### config.mk
export PLATFORM = sky130hd
export DESIGN_NAME = bus_req_arbiter
export DESIGN_NICKNAME = d
export VERILOG_FILES = /design/src/rtl/bus_req_arbiter.sv
export SDC_FILE = /design/constraint.sdc
export NUM_CORES = 1
export LEC_CHECK = 0
export CORE_ASPECT_RATIO = 0.8
export CORE_MARGIN = 2
export CORE_UTILIZATION = 37
export DETAILED_ROUTE_END_ITERATION = 8
export GPL_TIMING_DRIVEN = 1
export PLACE_DENSITY = 0.77
export SYNTH_ARGS = -nofsm -noshare
export SYNTH_HDL_FRONTEND = slang
export SYNTH_SLANG_ARGS = --single-unit
### constraint.sdc
create_clock -name clk_i -period 1.74 [get_ports clk_i]
set_input_delay 0.348 -clock clk_i [delete_from_list [all_inputs] [get_ports clk_i]]
set_output_delay 0.348 -clock clk_i [all_outputs]
set_load 0.02 [all_outputs]
### src/rtl/bus_req_arbiter.sv
// Merges NUM_PORTS core-side req/ack memory channels onto one memory port (fixed-priority or round-robin).
// Latency: port req sampled -> mem_req next cycle; mem_ack -> port_ack next cycle; one RESP cycle between grants.
// Backpressure: requesters hold req until their ack; memory stalls by withholding mem_ack, bounded by an optional timeout.
module bus_req_arbiter #(
   parameter int NUM_PORTS      = 2,
   parameter int ADDR_WIDTH     = 32,
   parameter int DATA_WIDTH     = 32,
   parameter int ARB_MODE       = 0,
   parameter int TIMEOUT_CYCLES = 0,
   localparam int MW = DATA_WIDTH / 8,
   localparam int GW = (NUM_PORTS > 1) ? $clog2(NUM_PORTS) : 1
) (
   input  logic                            clk_i,
   input  logic                            rstz_i,
   input  logic [NUM_PORTS-1:0]            port_req_i,
   input  logic [NUM_PORTS-1:0]            port_we_i,
   input  logic [NUM_PORTS*ADDR_WIDTH-1:0] port_addr_i,
   input  logic [NUM_PORTS*DATA_WIDTH-1:0] port_wdata_i,
   input  logic [NUM_PORTS*MW-1:0]         port_mask_i,
   output logic [NUM_PORTS*DATA_WIDTH-1:0] port_rdata_o,
   output logic [NUM_PORTS-1:0]            port_ack_o,
   output logic [NUM_PORTS-1:0]            port_err_o,
   output logic                            mem_req_o,
   output logic                            mem_we_o,
   output logic [ADDR_WIDTH-1:0]           mem_addr_o,
   output logic [DATA_WIDTH-1:0]           mem_wdata_o,
   output logic [MW-1:0]                   mem_mask_o,
   input  logic [DATA_WIDTH-1:0]           mem_rdata_i,
   input  logic                            mem_ack_i,
   output logic                            busy_o,
   output logic [GW-1:0]                   grant_id_o
);

   // Timeout counter only needs to reach TIMEOUT_CYCLES-1; the limit cycle itself ends the wait.
   localparam int TW = (TIMEOUT_CYCLES > 0) ? $clog2(TIMEOUT_CYCLES + 1) : 1;
   localparam logic [TW-1:0] TLIM = (TIMEOUT_CYCLES > 0) ? TW'(TIMEOUT_CYCLES - 1) : '0;

   typedef enum logic [1:0] {
      S_IDLE = 2'd0,
      S_WAIT = 2'd1,
      S_RESP = 2'd2
   } state_t;

   // One latched memory command, as presented on the mem_* side.
   typedef struct packed {
      logic                  we;
      logic [ADDR_WIDTH-1:0] addr;
      logic [DATA_WIDTH-1:0] wdata;
      logic [MW-1:0]         mask;
   } cmd_t;

   state_t                          state_q;
   cmd_t                            cmd_q;
   cmd_t                            cmd_d;
   logic                            mem_req_q;
   logic [GW-1:0]                   gnt_q;
   logic [GW-1:0]                   gnt_d;
   logic [GW-1:0]                   ptr_q;
   logic [GW-1:0]                   ptr_d;
   logic [NUM_PORTS-1:0]            gnt_oh;
   logic [NUM_PORTS-1:0]            ack_q;
   logic [NUM_PORTS-1:0]            err_q;
   logic [NUM_PORTS*DATA_WIDTH-1:0] rdata_q;
   logic [TW-1:0]                   tmo_q;
   logic                            tmo_hit;
   logic                            any_req;
   int                              sel_idx;

   // Winner selection: search starts at port 0 (fixed) or at the round-robin pointer; the
   // loop runs backwards so the last hit written is the first port in search order.
   always_comb begin
      gnt_d   = '0;
      sel_idx = 0;
      any_req = |port_req_i;
      for (int k = NUM_PORTS - 1; k >= 0; k--) begin
         sel_idx = (ARB_MODE == 1) ? int'(ptr_q) + k : k;
         if (sel_idx >= NUM_PORTS) begin
            sel_idx = sel_idx - NUM_PORTS;
         end
         for (int j = 0; j < NUM_PORTS; j++) begin
            if (j == sel_idx && port_req_i[j]) begin
               gnt_d = GW'(j);
            end
         end
      end
   end

   // Gather the winner's command fields out of the flattened port buses.
   always_comb begin
      cmd_d = '0;
      for (int j = 0; j < NUM_PORTS; j++) begin
         if (GW'(j) == gnt_d) begin
            cmd_d.we    = port_we_i[j];
            cmd_d.addr  = port_addr_i[j*ADDR_WIDTH +: ADDR_WIDTH];
            cmd_d.wdata = port_wdata_i[j*DATA_WIDTH +: DATA_WIDTH];
            cmd_d.mask  = port_mask_i[j*MW +: MW];
         end
      end
   end

   // Pointer moves just past the winner so it becomes the lowest priority next round.
   assign ptr_d = (int'(gnt_d) == NUM_PORTS - 1) ? '0 : gnt_d + 1'b1;

   // Decode the held grant index into a per-port strobe for ack/err/rdata steering.
   always_comb begin
      gnt_oh = '0;
      for (int j = 0; j < NUM_PORTS; j++) begin
         gnt_oh[j] = (GW'(j) == gnt_q);
      end
   end

   assign tmo_hit = (TIMEOUT_CYCLES != 0) && (tmo_q == TLIM);

   // Transaction FSM: grant in IDLE, hold the memory command in WAIT, pulse ack/err in RESP.
   always_ff @(posedge clk_i) begin
      if (!rstz_i) begin
         state_q   <= S_IDLE;
         cmd_q     <= '0;
         mem_req_q <= 1'b0;
         gnt_q     <= '0;
         ptr_q     <= '0;
         ack_q     <= '0;
         err_q     <= '0;
         rdata_q   <= '0;
         tmo_q     <= '0;
      end else begin
         case (state_q)
            S_IDLE: begin
               if (any_req) begin
                  cmd_q     <= cmd_d;
                  mem_req_q <= 1'b1;
                  gnt_q     <= gnt_d;
                  ptr_q     <= ptr_d;
                  tmo_q     <= '0;
                  state_q   <= S_WAIT;
               end
            end
            S_WAIT: begin
               // A real ack on the limit cycle takes precedence over the timeout.
               if (mem_ack_i) begin
                  mem_req_q <= 1'b0;
                  ack_q     <= gnt_oh;
                  if (!cmd_q.we) begin
                     for (int j = 0; j < NUM_PORTS; j++) begin
                        if (gnt_oh[j]) begin
                           rdata_q[j*DATA_WIDTH +: DATA_WIDTH] <= mem_rdata_i;
                        end
                     end
                  end
                  state_q <= S_RESP;
               end else if (tmo_hit) begin
                  mem_req_q <= 1'b0;
                  ack_q     <= gnt_oh;
                  err_q     <= gnt_oh;
                  state_q   <= S_RESP;
               end else begin
                  tmo_q <= tmo_q + 1'b1;
               end
            end
            S_RESP: begin
               ack_q   <= '0;
               err_q   <= '0;
               state_q <= S_IDLE;
            end
            default: begin
               state_q <= S_IDLE;
            end
         endcase
      end
   end

   assign port_rdata_o = rdata_q;
   assign port_ack_o   = ack_q;
   assign port_err_o   = err_q;
   assign mem_req_o    = mem_req_q;
   assign mem_we_o     = cmd_q.we;
   assign mem_addr_o   = cmd_q.addr;
   assign mem_wdata_o  = cmd_q.wdata;
   assign mem_mask_o   = cmd_q.mask;
   assign busy_o       = (state_q != S_IDLE);
   assign grant_id_o   = gnt_q;

endmodule

; ---- Word-level counts from Yosys, hierarchy flattened
; Cells that the tools add are included.
[totals]
reg_bits = 139
in_bits = 175
out_inout_bits = 140
wordCells = 38
[op_classes]
eq_ne = 4
n_mux = 11
n_bitwise = 2
reduce_logical = 11
[ops]
columns = operator, n
row1 = $mux 69, 1
row2 = $pmux 2 s2, 2
row3 = $reduce_and 4->1, 2
row4 = $mux 2, 3
row5 = $reduce_and 2->1, 3
row6 = $reduce_bool 2->1, 3
row7 = $mux 1, 4
row8 = $ne 2x2->1 const B, 2
row9 = $reduce_and 3->1, 1
row10 = $eq 2x1->1 const B, 1
row11 = $eq 2x2->1 const B, 1
row12 = $logic_not 2->1, 1
row13 = $not 1->1, 2
row14 = $pmux 1 s2, 1
row15 = $reduce_or 2->1, 1

; ---- Depth between registers and ports, before layout
; Gate-level depths: netlist (run 1).
[logic_depth]
depth_word = 3
mapped_depth = 6
mapped_depth_nobuf = 4

; ---- Worst setup path after synthesis (run 1)
; No wires, ideal clock.
[synth_path]
path_kind = flip-flop to flip-flop
startpoint = reg state_q[1]
endpoint = reg cmd_q, in the netlist mem_addr_o[0]
setup_ps = 133
t_arrival_ps = 1377
required_time_ps = 1607
path_slack_ps = 229
path_stages_with_launch = 6
path_buffers = 1
period_less_slack_ps = 1511
path_cell_list = dfxtp_1 > nor2_1 > inv_1 > nor2_2 > buf_2 > a311oi_1
[synth_via]
elab_chain_cells = 2
[synth_rtl]
columns = item, line_no
row1 = from (decl), 52  ; state_t state_q;
row2 = from (signal assigned), 117  ; state_q <= S_IDLE;
row3 = from (signal assigned), 135  ; state_q <= S_WAIT;
row4 = from (signal assigned), 150  ; state_q <= S_RESP;
row5 = $logic_not 2->1, 127  ; case (state_q)
row6 = $reduce_and 2->1 (no line), --
row7 = to (signal assigned), 130  ; cmd_q <= cmd_d;
row8 = to (decl), 53  ; cmd_t cmd_q;
; Every way passes these cells.
; A chain may end at the register's enable or synchronous reset.

; ---- Worst setup path after layout (run 1)
[layout_path]
startpoint = reg cmd_q, in the netlist mem_wdata_o[7]
endpoint = out mem_wdata_o[7]
[layout_rtl]
columns = item, line_no
row1 = to (decl), 26  ; output logic [DATA_WIDTH-1:0] mem_wdata_o,
; No word-level cell between the ends.

==> results.json, run 1 <==
{
  "grt-ovfl-total": 0,
  "cts_root_buf": "clkbuf_16",
  "syn_inst": 671,
  "vias": 5882,
  "synth_top_family_by_area": "compound AO/OA/AOI/OAI gates",
  "rr_worst_depth": 4,
  "ys_top_cells_by_area": "dfxtp_1 (49%), nand2_1 (16%), mux2i_1 (11%), a311oi_1 (11%), a21oi_1 (6.3%)",
  "synth_edf_count": 0,
  "cts_tree": "built",
  "drc_errors": 0,
  "worstHoldStart": "rstz_i",
  "first_pass_iters": 7,
  "fin_nets": 1134,
  "seq_area_frac_synth_pct": 48.7,
  "ios": 315,
  "cts_num_sinks": 139,
  "worstReg2RegStart": "state_q[1]",
  "synthToLayoutAreaGrowth_pct": 72.8,
  "crit_fanout": 2,
  "whs_ps": 442,
  "grt_pass1_wl_mm": 30.0,
  "num_antenna_cells": 0,
  "dpl.cell_count": 1150,
  "worstReg2RegEnd": "port_rdata_o[54]",
  "synth-xor-area-share_pct": 0,
  "clk_latency_ps": 420,
  "synthDistinctLibCells": 25,
  "yosysTopAreaCell": "dfxtp_1",
  "fmax_mhz": 584,
  "syn_area_per_cell_um2": 8.52,
  "ff2ff_setup_slack_ps": 200,
  "crit_type": "reg -> out",
  "die_w_um": 143,
  "postRouteAntennaNets": 0,
  "p_leak_nw": 5.28,
  "drive_above_1_share_pct": 6.69,
  "grt.total_usage_pct": 23.1,
  "die_area_um2": 16500,
  "synthTopCellsByCount": "nand2_1 (237), dfxtp_1 (139), a21oi_1 (72), a311oi_1 (69), mux2i_1 (64)",
  "port_buffers": 312,
  "critPathRequiredTime_ps": 1390,
  "die_height_um": 115,
  "grt_max_degree": 75,
  "yosys.area.top_type_share_pct": 48.7,
  "crit_chain": "clkdlybuf4s50_1",
  "synth.area.mux_share_pct": 11.2,
  "core_region_area_um2": 15100,
  "htreeDepth": 4,
  "yosysMostFrequentCell": "nand2_1",
  "cpLargestDelayFamily": "buffers and inverters",
  "drt_iter0_markers": 268,
  "post-place-ws_ps": -188,
  "synth_adder_area_share_pct": 0,
  "finalHoldViolations": 0,
  "clock-skew-final_ps": 7.68,
  "slowest_delay_ps": 610,
  "finalPower_mw": 9.13,
  "row_count": 40,
  "crit_path_start_kind": "flip-flop",
  "setup_ws_ps": 28.0,
  "whs_path_depth": 3,
  "cap_violations": 0,
  "min_period_ps": 1710,
  "gp_congestion": 0.809,
  "cp_data_arrival_time_ps": 1360,
  "min_path_type": "in -> reg",
  "synth_simple_gate_area_share_pct": 17.3,
  "clk_path_buf_depth": 2,
  "drv_slew": 0,
  "path_clk_slew_ps": 60,
  "cp_slowest_cell": "clkdlybuf4s50_1",
  "holdPathEnd": "state_q[0]",
  "antenna_found_initial": 1,
  "p_per_area_nw_per_um2": 925,
  "synth-main-ff-cell": "dfxtp_1",
  "crit_buf_inv": 1,
  "numCtsBuffers": 17,
  "end_kind": "output port",
  "wl_per_cell_um": 16.5,
  "ys_ff_latch": 139,
  "start_util_pct": 37.9,
  "synth_area_um2": 5710,
  "vias_per_cell": 4.98,
  "synth_compound_area_share_pct": 17.5,
  "synthArstFlopShare_pct": 0,
  "grt_pass1_vias": 5682,
  "setup_viol_count_final": 0,
  "stdcell_count": 1182,
  "status": "completed",
  "fin_crit_sh_pct": 98.4,
  "routed_wl_mm": 19.5,
  "dp_hpwl_mm": 13.5,
  "max-vdd-ir-drop_mv": 0.696,
  "setup_tns_ps": 0,
  "synth_warnings": 0
}
[power breakdown]
part	internal (mW)	leakage (nW)	switching, mW	total, mW
Clock	2.18	0.286	1.47	3.65
Combinational	0.954	3.85	0.984	1.94
Sequential	3.42	1.14	0.124	3.54
[per-stage QoR]
step,cell area (µm²),utilization (%)
5_1_grt,9880,65.6
3_3_place_gp,9150,60.7
6_report,9880,65.6
3_5_place_dp,9150,60.7
2_1_floorplan,5720,-
4_1_cts,9690,64.3
[cells by family after synthesis]
group	after synthesis
flops	139
compound gates	146
buf+inv	68
simple gates	253
other cells	1
mux	64
[layer usage]
layer,vias to the layer above,share of wire [%],routed length [µm],GRT usage [%]
met3,46,10,1980,10.5
met2,249,46,9040,36.8
met1,2672,40,7850,27.4
li1,2913,-,-,-
met4,2,3.0,582,9.11
met5,-,0.092,18,0
[sequential cells by signal, summed over array words and instances, names as in the netlist]
| name | count |
|---|---|
| grant_id_o | 1 |
| mem_addr_o | 32 |
| mem_mask_o | 4 |
| state_q | 2 |
| mem_req_o | 1 |
| port_rdata_o | 64 |
| mem_wdata_o | 32 |
| mem_we_o | 1 |
| port_ack_o | 2 |
[worst max-delay path by stage]
| stage | cells past startpoint | slack (ps) | end | from |
|---|---|---|---|---|
| 3_5_place_dp | 5 | -190 | port_rdata_o[54] | mem_ack_i |
| 4_1_cts | 1 | 2 | port_rdata_o[26] | port_rdata_o[26] |
| 3_3_place_gp | 5 | -180 | port_rdata_o[59] | mem_ack_i |
| 6_report | 1 | 30 | mem_wdata_o[7] | mem_wdata_o[7] |
| 2_1_floorplan | 5 | 230 | mem_addr_o[0] | state_q[1] |
| 5_1_grt | 1 | -0.07 | port_rdata_o[53] | port_rdata_o[53] |
[layout by cell type, fill, tap and decap left out, types with 2 or more instances in the layout]
cell and instances:
a311oi_1 69, clkbuf_16 17, inv_6 5, nor2b_1 2, a31oi_1 2, bufinv_16 2
dlygate4sd2_1 51, nand3_1 2, a21oi_1 72, dfxtp_1 137, clkinv_4 2, clkdlybuf4s50_1 184
clkinvlp_4 3, buf_12 12, nand2_1 237, nor2_1 3, conb_1 2, buf_4 10
nor2_4 2, mux2i_1 64, dlymetal6s2s_1 76, dfxtp_2 2
[cell type report]
type / instances / area (µm²)
Fill cell: 1243 / 5190
Timing Repair Buffer: 334 / 3560
Sequential cell: 139 / 2790
Multi-Input combinational cell: 465 / 2660
Clock buffer: 18 / 439
Tap cell: 210 / 263
Clock inverter: 14 / 160
Inverter: 2 / 7.51
[repair_timing]
action	4_1_cts	5_1_grt
setup buffers	0	0
resized for setup	53	76
pin swaps	0	0
setup endpoints to repair	51	76
hold buffers	0	0
(Power assumes the default switching activity.)
==> inputs of run 2 (changes only) <==
Clock period 1.74 ns to 2.1 ns, I/O delays scaled along.
==> results.json, run 2 (same netlist as run 1, synthesis figures left out) <==
{
  "htreeDepth": 4,
  "status": "completed",
  "use_met3_pct": 9.91,
  "tightest_slew_ps": 824,
  "p_per_area_nw_per_um2": 797,
  "antenna_found_initial": 0,
  "grt_pass1_vias": 5751,
  "setup_tns_ps": 0,
  "top_usage_layer": "met2",
  "final_common_cell": "clkdlybuf4s50_1",
  "grtUsageMet2_pct": 39.1,
  "cts_hold_buf": 0,
  "postRouteAntennaNets": 0,
  "grt_use_met1_pct": 27.0,
  "max-vdd-ir-drop_mv": 0.507,
  "crit_buf_inv": 1,
  "die_w_um": 143,
  "cts_tree": "built",
  "slowest_delay_ps": 690,
  "drc_errors": 0,
  "routed_wl_mm": 19.6,
  "drive_above_1_share_pct": 5.80,
  "cp-startpoint": "grant_id_o",
  "core_region_area_um2": 15100,
  "crit_fanout": 6,
  "port_buffers": 312,
  "row_count": 40,
  "grt-ovfl-total": 0,
  "min_period_ps": 2010,
  "nFillCells": 1278,
  "path_clk_slew_ps": 60,
  "vias_per_cell": 5.00,
  "setup_viol_count_final": 0,
  "die_height_um": 115,
  "grt_pass1_wl_mm": 30.1,
  "cpLargestDelayFamily": "buffers and inverters",
  "cap_violations": 0,
  "clk_path_buf_depth": 2,
  "final_cell_mix": "clkdlybuf4s50_1 (310), nand2_1 (237), dfxtp_1 (139)",
  "clock-skew-final_ps": 5.26,
  "end_kind": "output port",
  "dp_hpwl_mm": 13.3,
  "fin_nets": 1128,
  "cp_data_arrival_time_ps": 1590,
  "numCtsBuffers": 17,
  "crit_type": "reg -> out",
  "drt_iter0_markers": 314,
  "ios": 315,
  "vias": 5871,
  "die_area_um2": 16500,
  "drv_slew": 0,
  "relSlewSlack_pct": 45.0,
  "cp_slowest_cell": "clkdlybuf4s50_1",
  "crit_path_start_kind": "flip-flop",
  "synthToLayoutAreaGrowth_pct": 68.9,
  "worstReg2RegStart": "state_q[1]",
  "cts_root_buf": "clkbuf_16",
  "grt_max_degree": 83,
  "gp_congestion": 0.795,
  "fin_crit_sh_pct": 95.7,
  "largest_register_ffs": 64,
  "min_path_type": "in -> reg",
  "grt.total_usage_pct": 23.4,
  "wl_per_cell_um": 16.7,
  "clk_latency_ps": 410,
  "worstHoldStart": "rstz_i",
  "rsz0062_at_grt": "false",
  "num_antenna_cells": 0,
  "finalHoldViolations": 0,
  "first_pass_iters": 5,
  "cts_num_sinks": 139,
  "critPathRequiredTime_ps": 1680,
  "post-place-ws_ps": 92.1,
  "setup_ws_ps": 90.0,
  "p_leak_nw": 3.78,
  "fmax_mhz": 498,
  "crit_chain": "clkdlybuf4s50_1",
  "postLayoutCoreUtil_pct": 64.1,
  "start_util_pct": 37.9
}
run 2: per-layer routing:
| layer | vias to the layer above | share of wire, % |
|---|---|---|
| met4 | 0 | 2.7 |
| li1 | 2898 | - |
| met2 | 240 | 47 |
| met5 | - | 0 |
| met3 | 35 | 9.9 |
| met1 | 2698 | 41 |
run 2: path summary, 6_finish.rpt:
check | slack (ps) | depth (start not counted) | to
worst max register to register | 360 | 4 | mem_addr_o[15]
worst min-delay path | 450 | 3 | port_rdata_o[25]
worst min register to register | 450 | 2 | port_rdata_o[12]
worst max-delay path | 90 | 1 | grant_id_o
run 2: final cells by class:
class | count | area (µm²) | area share (%)
multi-input cells | 465 | 2660 | 27.6
flip-flops and latches | 139 | 2780 | 28.8
inverters | 2 | 7.51 | 0.0778
repair buffers | 328 | 3320 | 34.4
clock inverters | 14 | 186 | 1.93
well taps | 210 | 263 | 2.72
clock buffers | 17 | 425 | 4.41
run 2: stage by stage:
stage                     area, µm²  cells  power, mW  hold slack (ps)
after detailed placement       9040   1144       4.65              445
after global placement         9040   1144       4.63              442
final                          9650   1175       7.69              449
after floorplan                5720    672       3.75              525
after global routing           9650   1175       8.01              466
after CTS                      9650   1175       7.77              443
run 2: power by group:
| part | leakage (nW) | internal [mW] | switching, mW | total [mW] |
|---|---|---|---|---|
| Combinational | 2.35 | 0.836 | 0.810 | 1.65 |
| Sequential | 1.14 | 2.83 | 0.110 | 2.94 |
| Clock | 0.292 | 1.89 | 1.22 | 3.10 |
run 2: worst min-delay path, delay by kind of cell:
kind                   cells  cell delay, ps
buffers and inverters      1             220
AND/OR/NAND/NOR            1             110
multiplexers               1              50
run 2: timing repair:
action | in CTS | in global routing
setup buffers | 0 | 0
resized for setup | 1 | 0
endpoints found under the setup margin | 1 | 0
==> inputs of run 3 (changes only) <==
Settings changed: DONT_BUFFER_PORTS from default to 1, PLACE_DENSITY 0.77 to default, SKIP_CTS_REPAIR_TIMING from default to 1.
==> results.json, run 3 (same netlist as run 1, synthesis figures left out) <==
{
  "multi_input_area_um2": 2660,
  "critPathRequiredTime_ps": 2390,
  "path_clk_slew_ps": 70,
  "max-vdd-ir-drop_mv": 0.520,
  "die_height_um": 115,
  "setup_tns_ps": 0,
  "min_period_ps": 1770,
  "first_pass_iters": 4,
  "rsz0062_at_grt": "false",
  "final_common_cell": "nand2_1",
  "ios": 315,
  "cpLargestDelayFamily": "simple AND/OR/NAND/NOR gates",
  "grt_max_degree": 99,
  "numCtsBuffers": 17,
  "die_w_um": 143,
  "finalHoldViolations": 0,
  "grt_pass1_wl_mm": 24.1,
  "crit_buf_inv": 1,
  "antenna_found_initial": 0,
  "cap_violations": 0,
  "stdcell_count": 858,
  "fin_nets": 810,
  "drive_above_1_share_pct": 7.56,
  "whs_ps": 157,
  "rr_worst_depth": 4,
  "num_antenna_cells": 0,
  "ff2ff_setup_slack_ps": 330,
  "row_count": 40,
  "crit_chain": "nand3b_1 -> or3b_2 -> buf_12 -> mux2i_1",
  "clk_latency_ps": 420,
  "slowest_delay_ps": 550,
  "postRouteAntennaNets": 0,
  "die_area_um2": 16500,
  "synthToLayoutAreaGrowth_pct": 14.0,
  "cts_num_sinks": 139,
  "worstReg2RegStart": "state_q[0]",
  "fin_crit_sh_pct": 84.5,
  "setup_viol_count_final": 0,
  "dp_hpwl_mm": 11.1,
  "routed_wl_mm": 16.3,
  "cp-startpoint": "state_q[0]",
  "drv_slew": 0,
  "grt_pass1_vias": 4605,
  "postLayoutCoreUtil_pct": 43.2,
  "start_util_pct": 37.9,
  "dpl_cell_area_um2": 5880,
  "vias_per_cell": 5.56,
  "status": "completed",
  "clock-skew-final_ps": 13.6,
  "core_region_area_um2": 15100,
  "drc_errors": 0,
  "crit_fanout": 32,
  "largest_register_ffs": 64,
  "wl_per_cell_um": 19.0,
  "grt-ovfl-total": 0,
  "fmax_mhz": 563,
  "post-place-ws_ps": 364,
  "ff_latch_area_um2": 2780,
  "clk_path_buf_depth": 2,
  "finalPower_mw": 7.10,
  "crit_path_start_kind": "flip-flop",
  "cp_data_arrival_time_ps": 2060,
  "cts_root_buf": "clkbuf_16",
  "nFillCells": 1460,
  "final_cell_mix": "nand2_1 (237), dfxtp_1 (139), a21oi_1 (72)",
  "p_leak_nw": 2.59,
  "dpl.cell_count": 826,
  "port_buffers": 0,
  "crit_cells": 4,
  "crit_type": "reg -> reg",
  "p_per_area_nw_per_um2": 1090,
  "drt_iter0_markers": 231,
  "final_area_um2": 6520,
  "cp_slowest_cell": "or3b_2",
  "cts_tree": "built",
  "gp_congestion": 0.836,
  "end_kind": "flip-flop",
  "htreeDepth": 4,
  "crit_path_end": "port_rdata_o[46]",
  "vias": 4771,
  "grt.total_usage_pct": 18.9,
  "setup_ws_ps": 325,
  "min_path_type": "in -> reg",
  "worstReg2RegEnd": "port_rdata_o[46]"
}
-- run 3: worst min path at each step --
| stage | startpoint | endpoint | slack [ps] | depth (start not counted) |
|---|---|---|---|---|
| final | port_wdata_i[46] | mem_wdata_o[14] | 160 | 2 |
| after global routing | rstz_i | port_rdata_o[38] | 130 | 2 |
| after CTS | rstz_i | port_rdata_o[12] | 130 | 2 |
| after detailed placement | port_rdata_o[38] | port_rdata_o[38] | 550 | 2 |
| after global placement | port_rdata_o[0] | port_rdata_o[0] | 540 | 2 |
| after floorplan | state_q[1] | port_ack_o[1] | 520 | 2 |
-- run 3: layout make-up --
cell class / count / share of cell area [%]
Inverter: 2 / 0.115
Clock buffer: 18 / 6.59
Timing Repair Buffer: 10 / 2.50
Tap cell: 210 / 4.03
Clock inverter: 14 / 3.19
Sequential cell: 139 / 42.7
Multi-Input combinational cell: 465 / 40.9
-- run 3: metal layers --
metal	vias up	track usage, %	part of all wire, %
met5	-	0	0
met4	0	7.06	2.1
met3	30	9.75	11
met2	232	32.1	48
met1	2249	20.3	39
li1	2260	-	-
-- run 3: report_power, final --
part / switching, mW / internal (mW)
Clock: 1.22 / 2.02
Combinational: 0.384 / 0.251
Sequential: 0.396 / 2.83
Total: 2.00 / 5.10
